<file path="src/rtl/fb_muldiv_unit_pkg.sv">
// Shared encodings for the Firebird RV32M/RV64M multiply/divide unit.
// The optional divide/remainder fusion is enabled by defining FB_MULDIV_REM_FUSE_EN.
package fb_muldiv_unit_pkg;

    localparam int MD_OP_MUL    = 7;
    localparam int MD_OP_MULH   = 6;
    localparam int MD_OP_MULHSU = 5;
    localparam int MD_OP_MULHU  = 4;
    localparam int MD_OP_DIV    = 3;
    localparam int MD_OP_DIVU   = 2;
    localparam int MD_OP_REM    = 1;
    localparam int MD_OP_REMU   = 0;

    typedef enum logic [2:0] {
        MD_ST_IDLE = 3'd0,
        MD_ST_MUL  = 3'd1,
        MD_ST_DIV  = 3'd2,
        MD_ST_FIX  = 3'd3,
        MD_ST_DONE = 3'd4
    } md_state_e;

    // Operation kind; the ordering mirrors op[7:0] MSB first.
    typedef enum logic [2:0] {
        MD_K_MUL    = 3'd0,
        MD_K_MULH   = 3'd1,
        MD_K_MULHSU = 3'd2,
        MD_K_MULHU  = 3'd3,
        MD_K_DIV    = 3'd4,
        MD_K_DIVU   = 3'd5,
        MD_K_REM    = 3'd6,
        MD_K_REMU   = 3'd7
    } md_kind_e;

    // Highest-order set bit wins; scanning upwards lets later hits override.
    function automatic md_kind_e md_decode(input logic [7:0] op);
        md_kind_e kind;
        kind = MD_K_MUL;
        for (int i = 0; i < 8; i++) begin
            if (op[i]) kind = md_kind_e'(3'(MD_OP_MUL - i));
        end
        return kind;
    endfunction

endpackage

</file>
<file path="src/rtl/fb_div_step.sv">
// One combinational restoring-division step: shift in a dividend bit,
// subtract the divisor when it fits, and report the resulting quotient bit.
module fb_div_step #(
    parameter int XLEN = 32
) (
    input  logic [XLEN-1:0] rem_in,
    input  logic            bit_in,
    input  logic [XLEN-1:0] divisor,
    output logic [XLEN-1:0] rem_out,
    output logic            q_bit
);

    logic [XLEN:0] shifted;

    // rem_in < divisor, so the difference always fits back into XLEN bits.
    assign shifted = {rem_in, bit_in};
    assign q_bit   = (shifted >= {1'b0, divisor});
    assign rem_out = q_bit ? (shifted[XLEN-1:0] - divisor) : shifted[XLEN-1:0];

endmodule

</file>
<file path="src/rtl/fb_muldiv_unit.sv">
// Multi-cycle M-extension execute unit: single-cycle registered multiply, iterative
// restoring divide with sign fix-up. Define FB_MULDIV_REM_FUSE_EN to reuse the last divide.
module fb_muldiv_unit
    import fb_muldiv_unit_pkg::*;
#(
    parameter int XLEN     = 32,
    parameter int DIV_STEP = 1,
    parameter int CNT_W    = $clog2(XLEN / DIV_STEP) + 1
) (
    input  logic            clk,
    input  logic            rst,
    input  logic            flush,
    input  logic            in_valid,
    output logic            in_ready,
    input  logic [7:0]      op,
    input  logic [XLEN-1:0] rs1,
    input  logic [XLEN-1:0] rs2,
    output logic            out_valid,
    input  logic            out_ready,
    output logic [XLEN-1:0] result,
    output logic            busy
);

    localparam logic [CNT_W-1:0] ITERS = CNT_W'(XLEN / DIV_STEP);

    md_state_e        state, state_nx;
    md_kind_e         kind_in, kind_q;
    logic             accept, is_mul_in, sgn_in, rem_in, special, fuse_hit;
    logic             rs1_neg, rs2_neg, div_zero, div_ovf;
    logic [XLEN-1:0]  special_res, fuse_res, quo_fix, rem_fix;
    logic [XLEN:0]    mul_a, mul_b;
    logic [2*XLEN-1:0] prod;
    logic [XLEN-1:0]  rem_q, quo_q, dvsr_q, result_q;
    logic             neg_q, neg_r;
    logic [CNT_W-1:0] cnt;

    assign kind_in   = md_decode(op);
    assign is_mul_in = kind_in inside {MD_K_MUL, MD_K_MULH, MD_K_MULHSU, MD_K_MULHU};
    assign sgn_in    = kind_in inside {MD_K_DIV, MD_K_REM};
    assign rem_in    = kind_in inside {MD_K_REM, MD_K_REMU};
    assign accept    = in_valid && in_ready && (op != 8'd0) && !flush;

    assign rs1_neg  = sgn_in && rs1[XLEN-1];
    assign rs2_neg  = sgn_in && rs2[XLEN-1];
    assign div_zero = (rs2 == '0);
    assign div_ovf  = sgn_in && (rs1 == {1'b1, {(XLEN-1){1'b0}}}) && (rs2 == '1);
    assign special  = div_zero || div_ovf;
    assign special_res = rem_in ? (div_zero ? rs1 : '0) : (div_zero ? '1 : rs1);

    assign prod = {{(XLEN-1){mul_a[XLEN]}}, mul_a} * {{(XLEN-1){mul_b[XLEN]}}, mul_b};

    assign quo_fix = neg_q ? -quo_q : quo_q;
    assign rem_fix = neg_r ? -rem_q : rem_q;

    // Restoring divide chain, DIV_STEP dividend bits consumed per cycle from quo_q's MSBs.
    logic [XLEN-1:0]     chain_rem [DIV_STEP+1];
    logic [DIV_STEP-1:0] q_bits;

    assign chain_rem[0] = rem_q;
    for (genvar i = 0; i < DIV_STEP; i++) begin : g_step
        fb_div_step #(.XLEN(XLEN)) u_step (
            .rem_in  (chain_rem[i]),
            .bit_in  (quo_q[XLEN-1-i]),
            .divisor (dvsr_q),
            .rem_out (chain_rem[i+1]),
            .q_bit   (q_bits[DIV_STEP-1-i])
        );
    end

`ifdef FB_MULDIV_REM_FUSE_EN
    logic            fuse_vld, fuse_sgn;
    logic [XLEN-1:0] fuse_rs1, fuse_rs2, fuse_quo, fuse_rem;

    assign fuse_hit = fuse_vld && (fuse_sgn == sgn_in) && (fuse_rs1 == rs1) && (fuse_rs2 == rs2);
    assign fuse_res = rem_in ? fuse_rem : fuse_quo;

    // The key is captured at accept; the entry only becomes valid once FIX completes.
    always_ff @(posedge clk or posedge rst) begin
        if (rst) begin
            fuse_vld <= 1'b0;
            fuse_sgn <= 1'b0;
            fuse_rs1 <= '0;
            fuse_rs2 <= '0;
            fuse_quo <= '0;
            fuse_rem <= '0;
        end else if (flush) begin
            fuse_vld <= 1'b0;
        end else if (accept && is_mul_in) begin
            fuse_vld <= 1'b0;
        end else if (accept && !special && !fuse_hit) begin
            fuse_vld <= 1'b0;
            fuse_sgn <= sgn_in;
            fuse_rs1 <= rs1;
            fuse_rs2 <= rs2;
        end else if (state == MD_ST_FIX) begin
            fuse_vld <= 1'b1;
            fuse_quo <= quo_fix;
            fuse_rem <= rem_fix;
        end
    end
`else
    assign fuse_hit = 1'b0;
    assign fuse_res = '0;
`endif

    // NOTE: sequential state uses non-blocking assignments so every register samples pre-edge values.
    always_ff @(posedge clk or posedge rst) begin
        if (rst) state <= MD_ST_IDLE;
        else     state <= state_nx;
    end

    // NOTE: every output of this block gets a default first, so no path can infer a latch.
    always_comb begin
        state_nx  = state;
        in_ready  = (state == MD_ST_IDLE);
        busy      = (state != MD_ST_IDLE);
        out_valid = (state == MD_ST_DONE);
        case (state)
            MD_ST_IDLE: begin
                if (accept) begin
                    if (is_mul_in)                state_nx = MD_ST_MUL;
                    else if (special || fuse_hit) state_nx = MD_ST_DONE;
                    else                          state_nx = MD_ST_DIV;
                end
            end
            MD_ST_MUL:  state_nx = MD_ST_DONE;
            MD_ST_DIV:  if (cnt == CNT_W'(1)) state_nx = MD_ST_FIX;
            MD_ST_FIX:  state_nx = MD_ST_DONE;
            MD_ST_DONE: if (out_ready) state_nx = MD_ST_IDLE;
            default:    state_nx = MD_ST_IDLE;
        endcase
        if (flush) state_nx = MD_ST_IDLE;
    end

    always_ff @(posedge clk or posedge rst) begin
        if (rst) begin
            kind_q   <= MD_K_MUL;
            mul_a    <= '0;
            mul_b    <= '0;
            rem_q    <= '0;
            quo_q    <= '0;
            dvsr_q   <= '0;
            neg_q    <= 1'b0;
            neg_r    <= 1'b0;
            cnt      <= '0;
            result_q <= '0;
        end else if (!flush) begin
            case (state)
                MD_ST_IDLE: begin
                    if (accept) begin
                        kind_q <= kind_in;
                        if (is_mul_in) begin
                            mul_a <= {(kind_in != MD_K_MULHU) && rs1[XLEN-1], rs1};
                            mul_b <= {(kind_in inside {MD_K_MUL, MD_K_MULH}) && rs2[XLEN-1], rs2};
                        end else begin
                            rem_q  <= '0;
                            quo_q  <= rs1_neg ? -rs1 : rs1;
                            dvsr_q <= rs2_neg ? -rs2 : rs2;
                            neg_q  <= rs1_neg ^ rs2_neg;
                            neg_r  <= rs1_neg;
                            cnt    <= ITERS;
                            if (special)       result_q <= special_res;
                            else if (fuse_hit) result_q <= fuse_res;
                        end
                    end
                end
                MD_ST_MUL: begin
                    result_q <= (kind_q == MD_K_MUL) ? prod[XLEN-1:0] : prod[2*XLEN-1:XLEN];
                end
                MD_ST_DIV: begin
                    rem_q <= chain_rem[DIV_STEP];
                    quo_q <= {quo_q[XLEN-1-DIV_STEP:0], q_bits};
                    cnt   <= cnt - CNT_W'(1);
                end
                MD_ST_FIX: begin
                    result_q <= (kind_q inside {MD_K_REM, MD_K_REMU}) ? rem_fix : quo_fix;
                end
                default: ;
            endcase
        end
    end

    assign result = result_q;

endmodule

</file>
<file path="config.mk">
export PLATFORM = sky130hd
export DESIGN_NAME = fb_muldiv_unit
export DESIGN_NICKNAME = d
export VERILOG_FILES = /design/src/rtl/fb_muldiv_unit_pkg.sv /design/src/rtl/fb_div_step.sv /design/src/rtl/fb_muldiv_unit.sv
export SDC_FILE = /design/constraint.sdc
export NUM_CORES = 2
export LEC_CHECK = 0
export ABC_AREA = 0
export BUFFER_PORTS_ARGS = -buffer_cell sky130_fd_sc_hd__buf_4
export CAP_MARGIN = 20
export CORE_UTILIZATION = 55
export DETAILED_ROUTE_END_ITERATION = 10
export PLACE_DENSITY_LB_ADDON = 0.15
export SYNTH_ARGS = -nofsm -noshare
export SYNTH_HDL_FRONTEND = slang
export SYNTH_HIERARCHICAL = 1
export SYNTH_SLANG_ARGS = --single-unit
</file>
<file path="constraint.sdc">
create_clock -name clk -period 21.6 [get_ports clk]
set_input_delay 4.32 -clock clk [delete_from_list [all_inputs] [get_ports clk]]
set_output_delay 4.32 -clock clk [all_outputs]
set_load 0.005 [all_outputs]
</file>
==> results.md <==
- The I/O pin count is roughly 110.
- The post-synthesis average cell area is around 9 sq um.
- The share of the Yosys chip area taken by registers is 0.09809.
- The number of antenna violations at the first check in global routing was 3.
- The setup TNS is 0 ps.
- Once placement finished, the instance area stood at ~55000 sq um.
- The later pin in the worst-skew pair is clocked with a latency of between 500 and 600 ps.
- The worst path needs just under 9000 ps of the cycle, external delays included.
- Across every metal layer, demand over resource in global routing totals 0.3152.
- After detailed routing, the number of vias per cell comes to 5.686.
- The TritonCTS clock tree is done.
- Headroom to the max-slew limit came out at 0.2245.
- The instance count of the mapped netlist is approximately 5900.
- Leaving out fill and tap cells, the most frequent cell in the layout is sky130_fd_sc_hd__inv_1.
- In the finished design, the share of the clock period the worst path needs comes to 0.4067.
- The die is ~310 microns wide.
- The initial core utilization is 0.5569.
- The number of rows in the core area is between 100 and 150.
- Entering global routing, the biggest net connects slightly below 90 pins.
- The number of buffers added by the clock tree synthesis step is 27.
- The number of buffers inserted for hold repair after clock tree synthesis is 0.
- The die covers 97730 sq um.
- The final wirelength is 148600 microns.
- The count of endpoints failing setup in the final report is 0.
- The flow ran to the end, and the final reports show no timing, DRC or antenna violations.
- The die height is 312.6 microns.
- The final number of max-transition violations is 0.
- The layout-stage area growth over the synthesis result is 5.065%.
- Derived from the worst setup path, the maximum achievable clock frequency is approximately 110 MHz.
- The via count of the first global-routing pass is about 43000.
- After clock tree synthesis, the clock-pin slew on the worst setup and hold paths is 70 ps.
- The final non-filler cell area is roughly 56000 sq um.
- The number of post-CTS setup repair buffers is 0.
- The finished layout holds about 7100 standard cells, fillers aside.
- The total count of hold-check failures in the final report came to 0.
- The routed length per placed instance is 20.96 microns.
- Setup repair after global routing left no endpoint under its margin.
- The number of distinct library cells after synthesis is a little over 100.
- The total instance count after detailed placement is roughly 7000.
- The length of the first detailed-routing pass in iterations is 6.
- Along the worst hold path, the cell count comes to 2.
- The sort of element at the start of the critical path is a flop.
- Of the cells placed in the final design, the portion with a size suffix greater than 1 is 0.06696.
- Summing over every cut layer, the via total after detailed routing is 40320.
- The maximum root-to-sink buffer count is 3.
- The sum of net half-perimeters after detailed placement is approximately 120000 microns.
- The number of DRC markers in iteration 0 is 2911.
- The setup clock skew after layout is 18.41 ps.
- Of all nets on the critical path, the largest fanout is 21.
- Global routing finished with a remaining overflow of 0.
- STA classifies the critical path endpoint as a flop.
- The number of buffer cells added on primary ports is between 100 and 150.
- The proportion of synthesized flip-flops having asynchronous set or reset is 1.000.
- At the worst endpoint, the required time is roughly 22000 ps.
- In this run, synthesis inferred 0 flip-flops with an integrated enable.
- The first global-routing pass estimated approximately 240000 microns of wire.
- CTS built an H-tree with a depth of 1.
- Across the run, the number of max-cap violations was 0.
- The final layout contains just over 7000 nets.
- The netlist area before placement is ~53000 sq um.
- In this run the standard cell core region covers roughly 95000 sq um.
- The total DRC errors in the routed layout is 0.
- The filler cells instantiated in the layout total ~8600.
- The worst reg-to-reg path cell count is 23.
- In this run the remaining antenna-violating nets after routing total 0.
- The flip-flop and latch count after synthesis is between 200 and 250.
- The setup slack of the most critical reg-to-reg path is ~13000 ps.
- The buffer type at the clock tree root is sky130_fd_sc_hd__clkbuf_16.
- In the layout the commonest cells are sky130_fd_sc_hd__inv_1 (1194), sky130_fd_sc_hd__fa_1 (1126), sky130_fd_sc_hd__nand2_1 (781), sky130_fd_sc_hd__and2_1 (547), sky130_fd_sc_hd__ha_1 (251).
- The worst hold path belongs to the class flop to flop.
- The measured slew at the worst slew-check pin is ~1200 ps.
- The worst path arrival time is 9250 ps.
- The net count after synthesis is 7362.
- The most used flip-flop cell after synthesis is sky130_fd_sc_hd__dfrtp_1.
- The clock drives 208 sinks.
- The number of gates resized after cts is 0.
- The critical path class is flop to flop.
- The congestion estimate from routability-driven global placement came to ~0.95.
- For this run, the number of Yosys warnings is 6.
## logic make-up (layout without fill, tap and decap cells)
kind of cell / Yosys count / after routing / synth area share
simple gates: 1781 / 1781 / 0.1659
flops: 208 / 208 / 0.09809
compound gates: 702 / 702 / 0.08543
other cells: 0 / 1 / 0
fa+ha+maj: 1377 / 1377 / 0.4840
xor+xnor: 214 / 214 / 0.03532
mux: 103 / 103 / 0.02209
buf+inv: 1523 / 1439 / 0.1092
## per-stage QoR
| stage | setup WS [ps] | hold WS (ps) | util |
|---|---|---|---|
| 2_1_floorplan | 11600 | 438.7 | - |
| 3_3_place_gp | 12970 | 456.1 | 0.5756 |
| 3_5_place_dp | 12790 | 456.3 | 0.5756 |
| 4_1_cts | 12800 | 470.6 | 0.5850 |
| 5_1_grt | 12350 | 488.0 | 0.5851 |
| 6_report | 12820 | 471.4 | 0.5851 |
## flip-flops by register name, indices dropped and copies added, names as in the netlist
name,flops
kind_q,3
cnt,6
mul_a,33
neg_r,1
rem_q,32
state,3
mul_b,33
dvsr_q,32
quo_q,32
result,32
neg_q,1
## critical path: stages, from the launching register on
cell	delay [ps]
sky130_fd_sc_hd__dfrtp_1	630
sky130_fd_sc_hd__buf_4	350
sky130_fd_sc_hd__nand2_1	130
sky130_fd_sc_hd__inv_1	150
sky130_fd_sc_hd__fa_1	460
sky130_fd_sc_hd__fa_1	510
sky130_fd_sc_hd__fa_1	890
sky130_fd_sc_hd__fa_1	610
sky130_fd_sc_hd__inv_1	470
sky130_fd_sc_hd__fa_1	520
sky130_fd_sc_hd__inv_1	90
sky130_fd_sc_hd__fa_1	400
sky130_fd_sc_hd__fa_1	490
sky130_fd_sc_hd__inv_1	50
sky130_fd_sc_hd__fa_1	470
sky130_fd_sc_hd__inv_1	40
sky130_fd_sc_hd__ha_1	410
sky130_fd_sc_hd__nand4_1	130
sky130_fd_sc_hd__or2_2	320
sky130_fd_sc_hd__or4_1	480
sky130_fd_sc_hd__o21bai_1	510
sky130_fd_sc_hd__mux2i_1	250
sky130_fd_sc_hd__a22oi_1	90
sky130_fd_sc_hd__o31ai_1	210
## metal layers
metal / up-vias / track usage / wire length, microns
li1: 17770 / - / -
met1: 20960 / 0.4207 / 61110
met2: 1305 / 0.5447 / 73990
met3: 276 / 0.03255 / 8458
met4: 2 / 0.09390 / 5058
met5: - / 0 / 12
## path summary, 6_finish.rpt
kind                                          endpoint              startpoint
worst max-delay path            result[27]$_DFFE_PP0P_    mul_b[3]$_DFFE_PP0P_
worst min-delay path            dvsr_q[29]$_DFFE_PP0P_  dvsr_q[29]$_DFFE_PP0P_
worst max register to register  result[27]$_DFFE_PP0P_    mul_b[3]$_DFFE_PP0P_
worst min register to register  dvsr_q[29]$_DFFE_PP0P_  dvsr_q[29]$_DFFE_PP0P_
max in group asynchronous         mul_a[3]$_DFFE_PP0P_                     rst
min in group asynchronous        mul_b[27]$_DFFE_PP0P_                     rst
## synthesized netlist by cell type (22+ instances only)
library cell	n	area [sq um]
sky130_fd_sc_hd__o41ai_1	22	192.7
sky130_fd_sc_hd__mux2_2	77	867.1
sky130_fd_sc_hd__nand2_1	783	2939
sky130_fd_sc_hd__o31ai_1	43	322.8
sky130_fd_sc_hd__fa_1	1126	22540
sky130_fd_sc_hd__xor2_1	103	902.1
sky130_fd_sc_hd__a21o_1	28	210.2
sky130_fd_sc_hd__and2_1	548	3428
sky130_fd_sc_hd__nor3_1	39	195.2
sky130_fd_sc_hd__inv_1	1195	4486
sky130_fd_sc_hd__clkbuf_1	302	1134
sky130_fd_sc_hd__nor2_1	172	645.6
sky130_fd_sc_hd__dfrtp_1	208	5205
sky130_fd_sc_hd__nand3_1	34	170.2
sky130_fd_sc_hd__ha_1	251	3141
sky130_fd_sc_hd__a21oi_1	193	965.9
sky130_fd_sc_hd__o21ai_0	197	986.0
sky130_fd_sc_hd__nor2b_1	41	256.5
sky130_fd_sc_hd__xnor2_1	111	972.2
sky130_fd_sc_hd__nand4_1	33	206.5
sky130_fd_sc_hd__a22o_1	30	262.8
sky130_fd_sc_hd__a31oi_1	25	156.4
## final cells by class
type                       count  area, sq um  area share
tap                         1265         1583     0.02839
timing repair buffer         193         1449     0.02599
sequential                   208         5210     0.09345
multi-input combinational   4177        42110      0.7553
antenna                        1        2.502  0.00004488
clock buffer                  38        757.0     0.01358
clock inverter                12        145.1    0.002603
inverter                    1196         4497     0.08066
Power is not shown: default switching activity piles up to over one toggle a cycle in this logic, so the estimate is an artifact.
